`src/rtl/fix_order_if.sv`:
```
// Field stream from the FIX parser into the decoder, and the order record handshake out of it.
interface fix_order_if #(
    parameter int unsigned TAG_WIDTH   = 24,
    parameter int unsigned VALUE_WIDTH = 168,
    parameter int unsigned SYM_BYTES   = 8
);
    logic [TAG_WIDTH-1:0]   tag;
    logic                   tag_valid;
    logic [VALUE_WIDTH-1:0] value;
    logic                   value_valid;
    logic                   parser_valid;
    logic                   parser_not_valid;
    logic                   order_valid;
    logic                   order_ready;
    logic                   order_side;
    logic [31:0]            order_qty;
    logic [31:0]            order_price;
    logic [8*SYM_BYTES-1:0] order_symbol;
    logic                   order_reject;
    logic                   order_overflow;

    modport master (
        output tag, tag_valid, value, value_valid, parser_valid, parser_not_valid, order_ready,
        input  order_valid, order_side, order_qty, order_price, order_symbol, order_reject,
               order_overflow
    );

    modport slave (
        input  tag, tag_valid, value, value_valid, parser_valid, parser_not_valid, order_ready,
        output order_valid, order_side, order_qty, order_price, order_symbol, order_reject,
               order_overflow
    );
endinterface

```
`src/rtl/fix_order_decoder.sv`:
```
// FIX New Order Single decoder: captures tagged fields, validates them, and converts ASCII
// qty/price to binary while the next message is already being captured.
module fix_order_decoder #(
    parameter int unsigned TAG_WIDTH   = 24,
    parameter int unsigned VALUE_WIDTH = 168,
    parameter int unsigned NUM_DIGITS  = 10,
    parameter int unsigned PX_FRAC     = 2,
    parameter int unsigned SYM_BYTES   = 8
) (
    input logic        clk,
    input logic        rst,
    fix_order_if.slave bus
);
    localparam int unsigned DW = 8 * NUM_DIGITS;
    localparam int unsigned SW = 8 * SYM_BYTES;

    localparam logic [TAG_WIDTH-1:0] TagType = TAG_WIDTH'(16'h3335);
    localparam logic [TAG_WIDTH-1:0] TagQty  = TAG_WIDTH'(16'h3338);
    localparam logic [TAG_WIDTH-1:0] TagPx   = TAG_WIDTH'(16'h3434);
    localparam logic [TAG_WIDTH-1:0] TagSide = TAG_WIDTH'(16'h3534);
    localparam logic [TAG_WIDTH-1:0] TagSym  = TAG_WIDTH'(16'h3535);

    localparam logic [2:0] StIdle  = 3'd0;
    localparam logic [2:0] StQty   = 3'd1;
    localparam logic [2:0] StPx    = 3'd2;
    localparam logic [2:0] StScale = 3'd3;
    localparam logic [2:0] StOut   = 3'd4;

    function automatic logic [31:0] mul10(input logic [31:0] a);
        return (a << 3) + (a << 1);
    endfunction

    logic [TAG_WIDTH-1:0] tag_q;
    logic                 tag_seen_q;
    logic [4:0]           mask_q;  // {55, 54, 44, 38, 35}
    logic                 type_ok_q, side_ok_q, side_q, qty_hi_q, px_hi_q;
    logic [DW-1:0]        qty_q, px_q;
    logic [SW-1:0]        sym_q;
    logic                 msg_end, hi_nz, msg_ok;

    assign msg_end = bus.parser_valid | bus.parser_not_valid;
    assign hi_nz   = (bus.value >> DW) != '0;
    assign msg_ok  = (&mask_q) & type_ok_q & side_ok_q & ~qty_hi_q & ~px_hi_q;

    always_ff @(posedge clk) begin
        if (!rst) begin
            tag_q      <= '0;
            tag_seen_q <= 1'b0;
            mask_q     <= '0;
            type_ok_q  <= 1'b0;
            side_ok_q  <= 1'b0;
            side_q     <= 1'b0;
            qty_hi_q   <= 1'b0;
            px_hi_q    <= 1'b0;
            qty_q      <= '0;
            px_q       <= '0;
            sym_q      <= '0;
        end else if (msg_end) begin
            tag_q      <= '0;
            tag_seen_q <= 1'b0;
            mask_q     <= '0;
        end else begin
            if (bus.tag_valid) begin
                tag_q      <= bus.tag;
                tag_seen_q <= 1'b1;
            end
            if (bus.value_valid && tag_seen_q) begin
                case (tag_q)
                    TagType: begin
                        mask_q[0] <= 1'b1;
                        type_ok_q <= bus.value == VALUE_WIDTH'(8'h44);
                    end
                    TagQty: begin
                        mask_q[1] <= 1'b1;
                        qty_q     <= bus.value[DW-1:0];
                        qty_hi_q  <= hi_nz;
                    end
                    TagPx: begin
                        mask_q[2] <= 1'b1;
                        px_q      <= bus.value[DW-1:0];
                        px_hi_q   <= hi_nz;
                    end
                    TagSide: begin
                        mask_q[3] <= 1'b1;
                        side_ok_q <= (bus.value == VALUE_WIDTH'(8'h31)) ||
                                     (bus.value == VALUE_WIDTH'(8'h32));
                        side_q    <= bus.value[1];
                    end
                    TagSym: begin
                        mask_q[4] <= 1'b1;
                        sym_q     <= bus.value[SW-1:0];
                    end
                    default: ;
                endcase
            end
        end
    end

    logic [2:0]    state_q, state_d;
    logic [7:0]    cnt_q, cnt_d, frac_q, frac_d;
    logic          dot_q, dot_d, err_q, err_d;
    logic [DW-1:0] qs_q, qs_d, ps_q, ps_d;
    logic [31:0]   acc_qty_q, acc_qty_d, acc_px_q, acc_px_d;
    logic          side_w_q, side_w_d;
    logic [SW-1:0] sym_w_q, sym_w_d;
    logic          reject_q, reject_d, overflow_q, overflow_d;
    logic [7:0]    ch;
    logic          is_dig, done;
    logic [31:0]   dig;

    always_comb begin
        state_d    = state_q;
        cnt_d      = cnt_q;
        frac_d     = frac_q;
        dot_d      = dot_q;
        err_d      = err_q;
        qs_d       = qs_q;
        ps_d       = ps_q;
        acc_qty_d  = acc_qty_q;
        acc_px_d   = acc_px_q;
        side_w_d   = side_w_q;
        sym_w_d    = sym_w_q;
        reject_d   = 1'b0;
        overflow_d = bus.parser_valid && (state_q != StIdle);
        done       = 1'b0;
        ch         = (state_q == StQty) ? qs_q[DW-1 -: 8] : ps_q[DW-1 -: 8];
        is_dig     = (ch >= 8'h30) && (ch <= 8'h39);
        dig        = {24'd0, ch - 8'h30};

        case (state_q)
            StIdle: begin
                if (bus.parser_valid) begin
                    if (msg_ok) begin
                        state_d   = StQty;
                        cnt_d     = 8'(NUM_DIGITS - 1);
                        frac_d    = '0;
                        dot_d     = 1'b0;
                        err_d     = 1'b0;
                        qs_d      = qty_q;
                        ps_d      = px_q;
                        acc_qty_d = '0;
                        acc_px_d  = '0;
                        side_w_d  = side_q;
                        sym_w_d   = sym_q;
                    end else begin
                        reject_d = 1'b1;
                    end
                end
            end
            StQty: begin
                qs_d = qs_q << 8;
                if (is_dig) acc_qty_d = mul10(acc_qty_q) + dig;
                else if (ch != 8'h00) err_d = 1'b1;
                if (cnt_q == '0) begin
                    state_d = StPx;
                    cnt_d   = 8'(NUM_DIGITS - 1);
                end else begin
                    cnt_d = cnt_q - 8'd1;
                end
            end
            StPx: begin
                ps_d = ps_q << 8;
                if (is_dig) begin
                    // Fraction digits past PX_FRAC are truncated, not rounded.
                    if (!dot_q || (frac_q < 8'(PX_FRAC))) begin
                        acc_px_d = mul10(acc_px_q) + dig;
                        frac_d   = frac_q + {7'd0, dot_q};
                    end
                end else if ((ch == 8'h2E) && !dot_q) begin
                    dot_d = 1'b1;
                end else if (ch != 8'h00) begin
                    err_d = 1'b1;
                end
                if (cnt_q == '0) begin
                    if (PX_FRAC == 0) begin
                        done = 1'b1;
                    end else begin
                        state_d = StScale;
                        cnt_d   = 8'(PX_FRAC - 1);
                    end
                end else begin
                    cnt_d = cnt_q - 8'd1;
                end
            end
            StScale: begin
                if (frac_q < 8'(PX_FRAC)) begin
                    acc_px_d = mul10(acc_px_q);
                    frac_d   = frac_q + 8'd1;
                end
                if (cnt_q == '0) done = 1'b1;
                else cnt_d = cnt_q - 8'd1;
            end
            StOut: begin
                if (bus.order_ready) state_d = StIdle;
            end
            default: state_d = StIdle;
        endcase

        if (done) begin
            if (err_d) begin
                reject_d = 1'b1;
                state_d  = StIdle;
            end else begin
                state_d = StOut;
            end
        end
    end

    always_ff @(posedge clk) begin
        if (!rst) begin
            state_q    <= StIdle;
            cnt_q      <= '0;
            frac_q     <= '0;
            dot_q      <= 1'b0;
            err_q      <= 1'b0;
            qs_q       <= '0;
            ps_q       <= '0;
            acc_qty_q  <= '0;
            acc_px_q   <= '0;
            side_w_q   <= 1'b0;
            sym_w_q    <= '0;
            reject_q   <= 1'b0;
            overflow_q <= 1'b0;
        end else begin
            state_q    <= state_d;
            cnt_q      <= cnt_d;
            frac_q     <= frac_d;
            dot_q      <= dot_d;
            err_q      <= err_d;
            qs_q       <= qs_d;
            ps_q       <= ps_d;
            acc_qty_q  <= acc_qty_d;
            acc_px_q   <= acc_px_d;
            side_w_q   <= side_w_d;
            sym_w_q    <= sym_w_d;
            reject_q   <= reject_d;
            overflow_q <= overflow_d;
        end
    end

    assign bus.order_valid    = state_q == StOut;
    assign bus.order_side     = side_w_q;
    assign bus.order_qty      = acc_qty_q;
    assign bus.order_price    = acc_px_q;
    assign bus.order_symbol   = sym_w_q;
    assign bus.order_reject   = reject_q;
    assign bus.order_overflow = overflow_q;
endmodule
```
`src/flat_wrapper.sv`:
```
// flat-port wrapper written by rule: the top's interface ports become plain ports
module fix_order_decoder_flat 
#(
    parameter int unsigned TAG_WIDTH   = 24,
    parameter int unsigned VALUE_WIDTH = 168,
    parameter int unsigned NUM_DIGITS  = 10,
    parameter int unsigned PX_FRAC     = 2,
    parameter int unsigned SYM_BYTES   = 8
)
  (clk, rst, bus_tag, bus_tag_valid, bus_value, bus_value_valid, bus_parser_valid, bus_parser_not_valid, bus_order_ready, bus_order_valid, bus_order_side, bus_order_qty, bus_order_price, bus_order_symbol, bus_order_reject, bus_order_overflow);
  fix_order_if #(.TAG_WIDTH(TAG_WIDTH), .VALUE_WIDTH(VALUE_WIDTH), .SYM_BYTES(SYM_BYTES)) bus_i ();
  input logic clk;
  input logic rst;
  input wire logic [$bits(bus_i.tag)-1:0] bus_tag;
  input wire logic [$bits(bus_i.tag_valid)-1:0] bus_tag_valid;
  input wire logic [$bits(bus_i.value)-1:0] bus_value;
  input wire logic [$bits(bus_i.value_valid)-1:0] bus_value_valid;
  input wire logic [$bits(bus_i.parser_valid)-1:0] bus_parser_valid;
  input wire logic [$bits(bus_i.parser_not_valid)-1:0] bus_parser_not_valid;
  input wire logic [$bits(bus_i.order_ready)-1:0] bus_order_ready;
  output wire logic [$bits(bus_i.order_valid)-1:0] bus_order_valid;
  output wire logic [$bits(bus_i.order_side)-1:0] bus_order_side;
  output wire logic [$bits(bus_i.order_qty)-1:0] bus_order_qty;
  output wire logic [$bits(bus_i.order_price)-1:0] bus_order_price;
  output wire logic [$bits(bus_i.order_symbol)-1:0] bus_order_symbol;
  output wire logic [$bits(bus_i.order_reject)-1:0] bus_order_reject;
  output wire logic [$bits(bus_i.order_overflow)-1:0] bus_order_overflow;
  assign bus_i.tag = bus_tag;
  assign bus_i.tag_valid = bus_tag_valid;
  assign bus_i.value = bus_value;
  assign bus_i.value_valid = bus_value_valid;
  assign bus_i.parser_valid = bus_parser_valid;
  assign bus_i.parser_not_valid = bus_parser_not_valid;
  assign bus_i.order_ready = bus_order_ready;
  assign bus_order_valid = bus_i.order_valid;
  assign bus_order_side = bus_i.order_side;
  assign bus_order_qty = bus_i.order_qty;
  assign bus_order_price = bus_i.order_price;
  assign bus_order_symbol = bus_i.order_symbol;
  assign bus_order_reject = bus_i.order_reject;
  assign bus_order_overflow = bus_i.order_overflow;
  fix_order_decoder #(.TAG_WIDTH(TAG_WIDTH), .VALUE_WIDTH(VALUE_WIDTH), .NUM_DIGITS(NUM_DIGITS), .PX_FRAC(PX_FRAC), .SYM_BYTES(SYM_BYTES)) u_core (.clk(clk), .rst(rst), .bus(bus_i));
endmodule
```
`config.mk`:
```
export PLATFORM = sky130hd
export DESIGN_NAME = fix_order_decoder_flat
export DESIGN_NICKNAME = d
export VERILOG_FILES = /design/src/rtl/fix_order_if.sv /design/src/rtl/fix_order_decoder.sv /design/src/flat_wrapper.sv
export SDC_FILE = /design/constraint.sdc
export NUM_CORES = 1
export LEC_CHECK = 0
export CAP_MARGIN = 20
export CORE_MARGIN = 3
export CORE_UTILIZATION = 55
export DETAILED_ROUTE_END_ITERATION = 7
export PLACE_DENSITY = 0.82
export SETUP_SLACK_MARGIN = 0.05
export SLEW_MARGIN = 20
export SYNTH_ARGS = -nofsm -noshare
export SYNTH_HDL_FRONTEND = slang
export SYNTH_SLANG_ARGS = --single-unit
```
`constraint.sdc`:
```
create_clock -name clk -period 5.91 [get_ports clk]
set_input_delay 1.182 -clock clk [delete_from_list [all_inputs] [get_ports clk]]
set_output_delay 1.182 -clock clk [all_outputs]
set_load 0.01 [all_outputs]
```
==> results of run 1 <==
-- report_power, final --
part	switching [mW]	internal (mW)
combinational	0.329	0.252
sequential	0.0429	3.91
clock	1.54	2.10
total	1.91	6.26
-- through the flow --
step	utilization (%)	setup WS, ps	hold WS (ps)
final	67.6	754	449
after detailed placement	63.5	825	443
after global routing	67.6	184	466
after global placement	63.5	918	439
after CTS	67.6	773	452
after floorplan	-	1030	425
-- worst paths after layout --
kind / cells after the start / end / from
worst max-delay path: 22 / u_core.bus.order_qty[28] / u_core.state_q[1]
worst min-delay path: 2 / u_core.bus.order_symbol[62] / u_core.sym_q[62]
worst max register to register: 22 / u_core.bus.order_qty[28] / u_core.state_q[1]
worst min register to register: 2 / u_core.bus.order_symbol[62] / u_core.sym_q[62]
-- state kept, by name, summed over array words and instances, names as in the netlist, 3 cells and up --
register / count
u_core.ps_q: 80
u_core.px_q: 80
u_core.qs_q: 80
u_core.qty_q: 80
u_core.bus.order_symbol: 64
u_core.sym_q: 64
u_core.bus.order_price: 32
u_core.bus.order_qty: 32
u_core.tag_q: 24
u_core.cnt_q: 8
u_core.frac_q: 8
u_core.mask_q: 5
u_core.state_q: 3
-- cell type report --
cell class,count,area [um2]
fill,3918,15100
sequential,571,11400
multi-input combinational,2493,13600
inverter,52,203
clock buffer,85,1680
antenna,1,2.50
tap,607,759
clock inverter,16,226
timing repair buffer,365,3590
-- Yosys cell counts, types with 40 or more instances --
cell	n
a311oi_1	146
xnor2_1	43
nand3_1	64
ha_1	96
nor4_1	49
clkbuf_1	202
nor2_1	289
o21ai_0	40
dfxtp_1	571
a21oi_1	387
nand2_1	966
inv_1	51
-- cells by family (layout without fill, tap and decap cells) --
kind of cell,count (synthesis),in the layout,share of synthesized area (%)
buffers and inverters,274,518,3.96
and+or+nand+nor,1532,1532,24.7
other,0,1,0
muxes,36,36,1.39
adders and majority gates,104,104,5.23
DFF,571,571,43.9
xor gates and xnor gates,79,79,2.66
AOI/OAI and AO/OA,742,742,18.2
-- routing by layer --
metal,wire length (um),track usage (%),vias to the layer above
met5,13,0,-
met4,2160,9.57,2
met3,4190,3.53,123
met2,35500,47.8,758
met1,31600,37.8,11400
li1,-,-,11900
-- tightest hold or removal path, stage by stage (launching register included) --
cell     delay [ps]
dfxtp_1         310
nand2_1          50
a21oi_1          50
==> metrics, run 1 <==
outcome=finished clean; CP required=6370 ps; FF-to-FF setup slack=approximately 750 ps; Placed Cells incl. Taps=slightly above 4000; Post-CTS Hold Fix Bufs=0; clk root buf=clkbuf_16; Die Height=~220 um; final setup fails=0; Crit path largest cell delay=640 ps; final total power=8.17 mW; Final Hold Vio Count=0; cell row count=79; ys async rst share=0%; Post-synth top flop=dfxtp_1; H-tree lvl count=2; period utilization=between 80 and 90%; CP arrival=approximately 5600 ps; Worst Setup End Kind=flip-flop; crit path max fanout=12; Synth area leader=dfxtp_1; Nets=3842; Pwr Density=259 mW/mm2; total track usage=between 20% and 30%; commonest non-fill, non-tap cells in the layout=nand2_1, dfxtp_1, a21oi_1; Post-Syn Nets=around 3600; Overflow after GRT=0; Post-synth EDFFs=0; Initial DRC Count=around 2200; RSZ-0062 raised after global routing=false; largest cells by area after synthesis=dfxtp_1, nand2_1, a21oi_1; via count=roughly 24000; number of global-route vias before repair=between 20000 and 25000; non-filler instance count after layout=around 4200; largest net degree at the start of global routing=about 160; Worst Tran Pin Value=between 1000 and 1500 ps; setup_tns=0 ps; clk sinks=approximately 570; Avg Inst Size Synth=between 7 and 8 um2; postcts setup bufs=0; top-area cell type share of the netlist area=a little over two fifths; # resized after CTS=0; die width=around 220 um; GPL Wtd Cong=0.892; Netlist cell types=75; fmax=0.194 GHz; Top Family by Delay on Critical Path=compound AO/OA/AOI/OAI gates; # port buffers=330; DP Area=between 0.02 and 0.03 mm2; Syn-to-layout area delta=21.1%; HPWL after DPL=a little under 50000 um; ANT nets after route=0; Avg Vias per Cell=between 5 and 6; Syn. warnings=0; post-synthesis sequential area ratio=a little over two fifths; Hold Crit Class=reg2reg; detailed-route DRC error count=0; MaxCap Viol Count=0; Worst Skew=~53 ps; Max VDD drop=about 250 uV; first-pass GRT wire length=117000 um; Syn Std Cell Area=about 0.026 mm2; CTS Buffer Depth=3; commonest non-fill, non-tap cell in the layout=nand2_1; core box area=0.0467 mm2; TritonCTS clock tree=done; Worst-Skew Late Latency=about 640 ps; initial antenna violation count=2; Initial Util=55.8%; First-pass DRT Iterations=5; #FFs+latches synth=571; number of buffers created by CTS=56; startpoint types=flip-flop; I/O pin count=about 330; crit path cell chain=nor3b_2, mux2i_1, buf_4, nor2_1, nor2_1, xnor2_1, mux2i_1, inv_1, fa_1, inv_1, ha_1, o21ai_1, nand2b_1, and2_1, a21boi_0, o2111ai_1, a21oi_1, a2111oi_2, o311ai_0, a21oi_1, xor2_1, o21ai_0; minimum clock period=5160 ps; final instance area=0.0315 mm2; synthesized instance count=roughly 3300; CP max-delay cell=a2111oi_2; Die ar.=roughly 0.05 mm2; Routed WL=~74000 um; Leak Pwr=approximately 11 nW; clk slew on worst S/H paths=approximately 60 ps; Crit Path Class=reg2reg; Pins Over Slew Limit=0; buffer and inverter count on the worst path=3; Slew headroom=21.9%; routed len/inst=17.5 um; layout cells sized above 1=~4.4%
Note: power is estimated with default switching activity, not from simulation.
==> run 2: changes to the inputs <==
--- a/config.mk
+++ b/config.mk
@@ -8,6 +8,7 @@
 export CAP_MARGIN = 20
 export CORE_MARGIN = 3
 export CORE_UTILIZATION = 55
+export CTS_BUF_LIST = sky130_fd_sc_hd__clkbuf_4 sky130_fd_sc_hd__clkbuf_8
 export DETAILED_ROUTE_END_ITERATION = 7
 export PLACE_DENSITY = 0.82
 export SETUP_SLACK_MARGIN = 0.05
==> constraint.sdc (replaced) <==
create_clock -name clk -period 6.3 [get_ports clk]
set_input_delay 1.26 -clock clk [delete_from_list [all_inputs] [get_ports clk]]
set_output_delay 1.26 -clock clk [all_outputs]
set_load 0.01 [all_outputs]
==> metrics, run 2 (synthesis gave the netlist of run 1 again) <==
outcome=finished clean (unchanged); Max VDD drop=228 uV (was 250 uV); # resized after CTS=0 (unchanged); Overflow after GRT=0 (unchanged); clk sinks=571 (unchanged); # port buffers=330 (unchanged); via count=24600 (was 24200); CTS Buffer Depth=3 (unchanged); detailed-route DRC error count=0 (unchanged); crit path max fanout=83 (was 12); setup_tns=0 ps (unchanged); clk slew on worst S/H paths=60 ps (about the same); TritonCTS clock tree=done (unchanged); Pwr Density=242 mW/mm2 (was 259 mW/mm2); die width=224 um (unchanged); Top Family by Delay on Critical Path=compound AO/OA/AOI/OAI gates (unchanged); met1 Usage GRT=37.9% (was 37.8%); Syn-to-layout area delta=21.4% (was 21.1%); non-filler instance count after layout=4251 (was 4190); startpoint types=flip-flop (unchanged); postcts setup bufs=0 (unchanged); CP max-delay cell=buf_4 (was a2111oi_2); commonest non-fill, non-tap cells in the layout=nand2_1, dfxtp_1, a21oi_1 (unchanged); core box area=0.0467 mm2 (unchanged); commonest non-fill, non-tap cell in the layout=nand2_1 (unchanged); HPWL after DPL=49300 um (was 49500 um); fmax=0.181 GHz (was 0.194 GHz); largest net degree at the start of global routing=166 (was 163); hold slack=448 ps (was 449 ps); Initial Util=55.8% (unchanged); number of buffers created by CTS=92 (was 56); First-pass DRT Iterations=8 (was 5); final setup fails=0 (unchanged); routed len/inst=17.4 um (was 17.5 um); period utilization=87.7% (was 87.2%); Die Height=224 um (unchanged); Hold Crit Class=reg2reg (unchanged); CP arrival=6080 ps (was 5620 ps); Worst Setup End Kind=flip-flop (unchanged); Nets=3871 (was 3842); Worst Skew=27.3 ps (was 53.3 ps); total track usage=28.5% (was 28.3%); Leak Pwr=11.0 nW (was 10.9 nW); clk root buf=clkbuf_8 (was clkbuf_16); met3 Use GR=4.25% (was 3.53%); Worst Tran Pin Value=1160 ps (about the same); Worst-Skew Late Latency=690 ps (was 640 ps); Avg Vias per Cell=5.78 (was 5.79); buffer and inverter count on the worst path=2 (was 3); cell row count=79 (unchanged); GPL Wtd Cong=0.898 (was 0.892); Slew headroom=22.8% (was 21.9%); MaxCap Viol Count=0 (unchanged); RSZ-0062 raised after global routing=false (unchanged); Pins Over Slew Limit=0 (unchanged); ANT nets after route=0 (unchanged); gr busiest metal=met2 (unchanged); Final Hold Vio Count=0 (unchanged); CP required=6860 ps (was 6370 ps); Placed Cells incl. Taps=4081 (was 4088); Initial DRC Count=2234 (was 2150); minimum clock period=5520 ps (was 5160 ps); Die ar.=0.0500 mm2 (unchanged); H-tree lvl count=3 (was 2); Routed WL=74100 um (was 73500 um); Crit path largest cell delay=730 ps (was 640 ps); GR Util met2=47.5% (was 47.8%); Crit Path Class=reg2reg (unchanged); crit path cell chain=nor3b_2, buf_4, mux2i_1, fa_1, inv_1, ha_1, a21o_1, a211oi_1, o21ai_1, a31o_2, a221o_1, a21o_1, a2111oi_0, nor3_1, a31oi_1, xor2_1, o21ai_1 (was nor3b_2, mux2i_1, buf_4, nor2_1, nor2_1, xnor2_1, mux2i_1, inv_1, fa_1, inv_1, ha_1, o21ai_1, nand2b_1, and2_1, a21boi_0, o2111ai_1, a21oi_1, a2111oi_2, o311ai_0, a21oi_1, xor2_1, o21ai_0); layout cells sized above 1=6.29% (was 4.38%); Post-CTS Hold Fix Bufs=0 (unchanged); I/O pin count=331 (unchanged); initial antenna violation count=3 (was 2); first-pass GRT wire length=118000 um (was 117000 um); number of global-route vias before repair=22600 (was 22300)
-- run 2: final cells by class --
type / count / area [um2]
Multi-Input combinational cell: 2493 / 13600
Clock buffer: 147 / 1830
Antenna cell: 2 / 5.00
Fill cell: 3911 / 15000
Tap cell: 607 / 759
Sequential cell: 571 / 11400
Clock inverter: 21 / 184
Timing Repair Buffer: 358 / 3560
Inverter: 52 / 203
-- run 2: final timing paths --
check	from	endpoint	slack [ps]	cells after the start
setup reg to reg	u_core.state_q[2]	u_core.bus.order_qty[19]	780	17
setup / recovery	u_core.state_q[2]	u_core.bus.order_qty[19]	780	17
hold reg to reg	u_core.sym_q[3]	u_core.bus.order_symbol[3]	450	2
hold / removal	u_core.sym_q[3]	u_core.bus.order_symbol[3]	450	2
-- run 2: per-layer routing --
metal | share of wire, % | up-vias | wire length (um)
li1 | - | 12000 | -
met1 | 44 | 11700 | 32300
met2 | 48 | 737 | 35600
met3 | 5.1 | 159 | 3810
met4 | 3.1 | 2 | 2320
met5 | 0.013 | - | 10
-- run 2: through the flow --
stage	area, um2	setup WS [ps]	util [%]	power [mW]
detailed placement	29600	899	63.4	4.32
global route	31600	355	67.8	7.93
global placement	29600	856	63.4	4.32
finish	31600	777	67.8	7.66
CTS	31600	853	67.8	7.71
floorplan	26000	1420	-	4.06
-- run 2: worst min-delay path, cell delays in order (launching register included) --
cell and delay [ps]:
dfxtp_1 310, nand2_1 50, a21oi_1 50
-- run 2: power breakdown --
part / switching, mW / internal, mW / leakage (nW) / total, mW
registers: 0.0401 / 3.67 / 4.60 / 3.71
logic: 0.308 / 0.236 / 5.34 / 0.544
clock network: 1.51 / 1.90 / 1.07 / 3.41
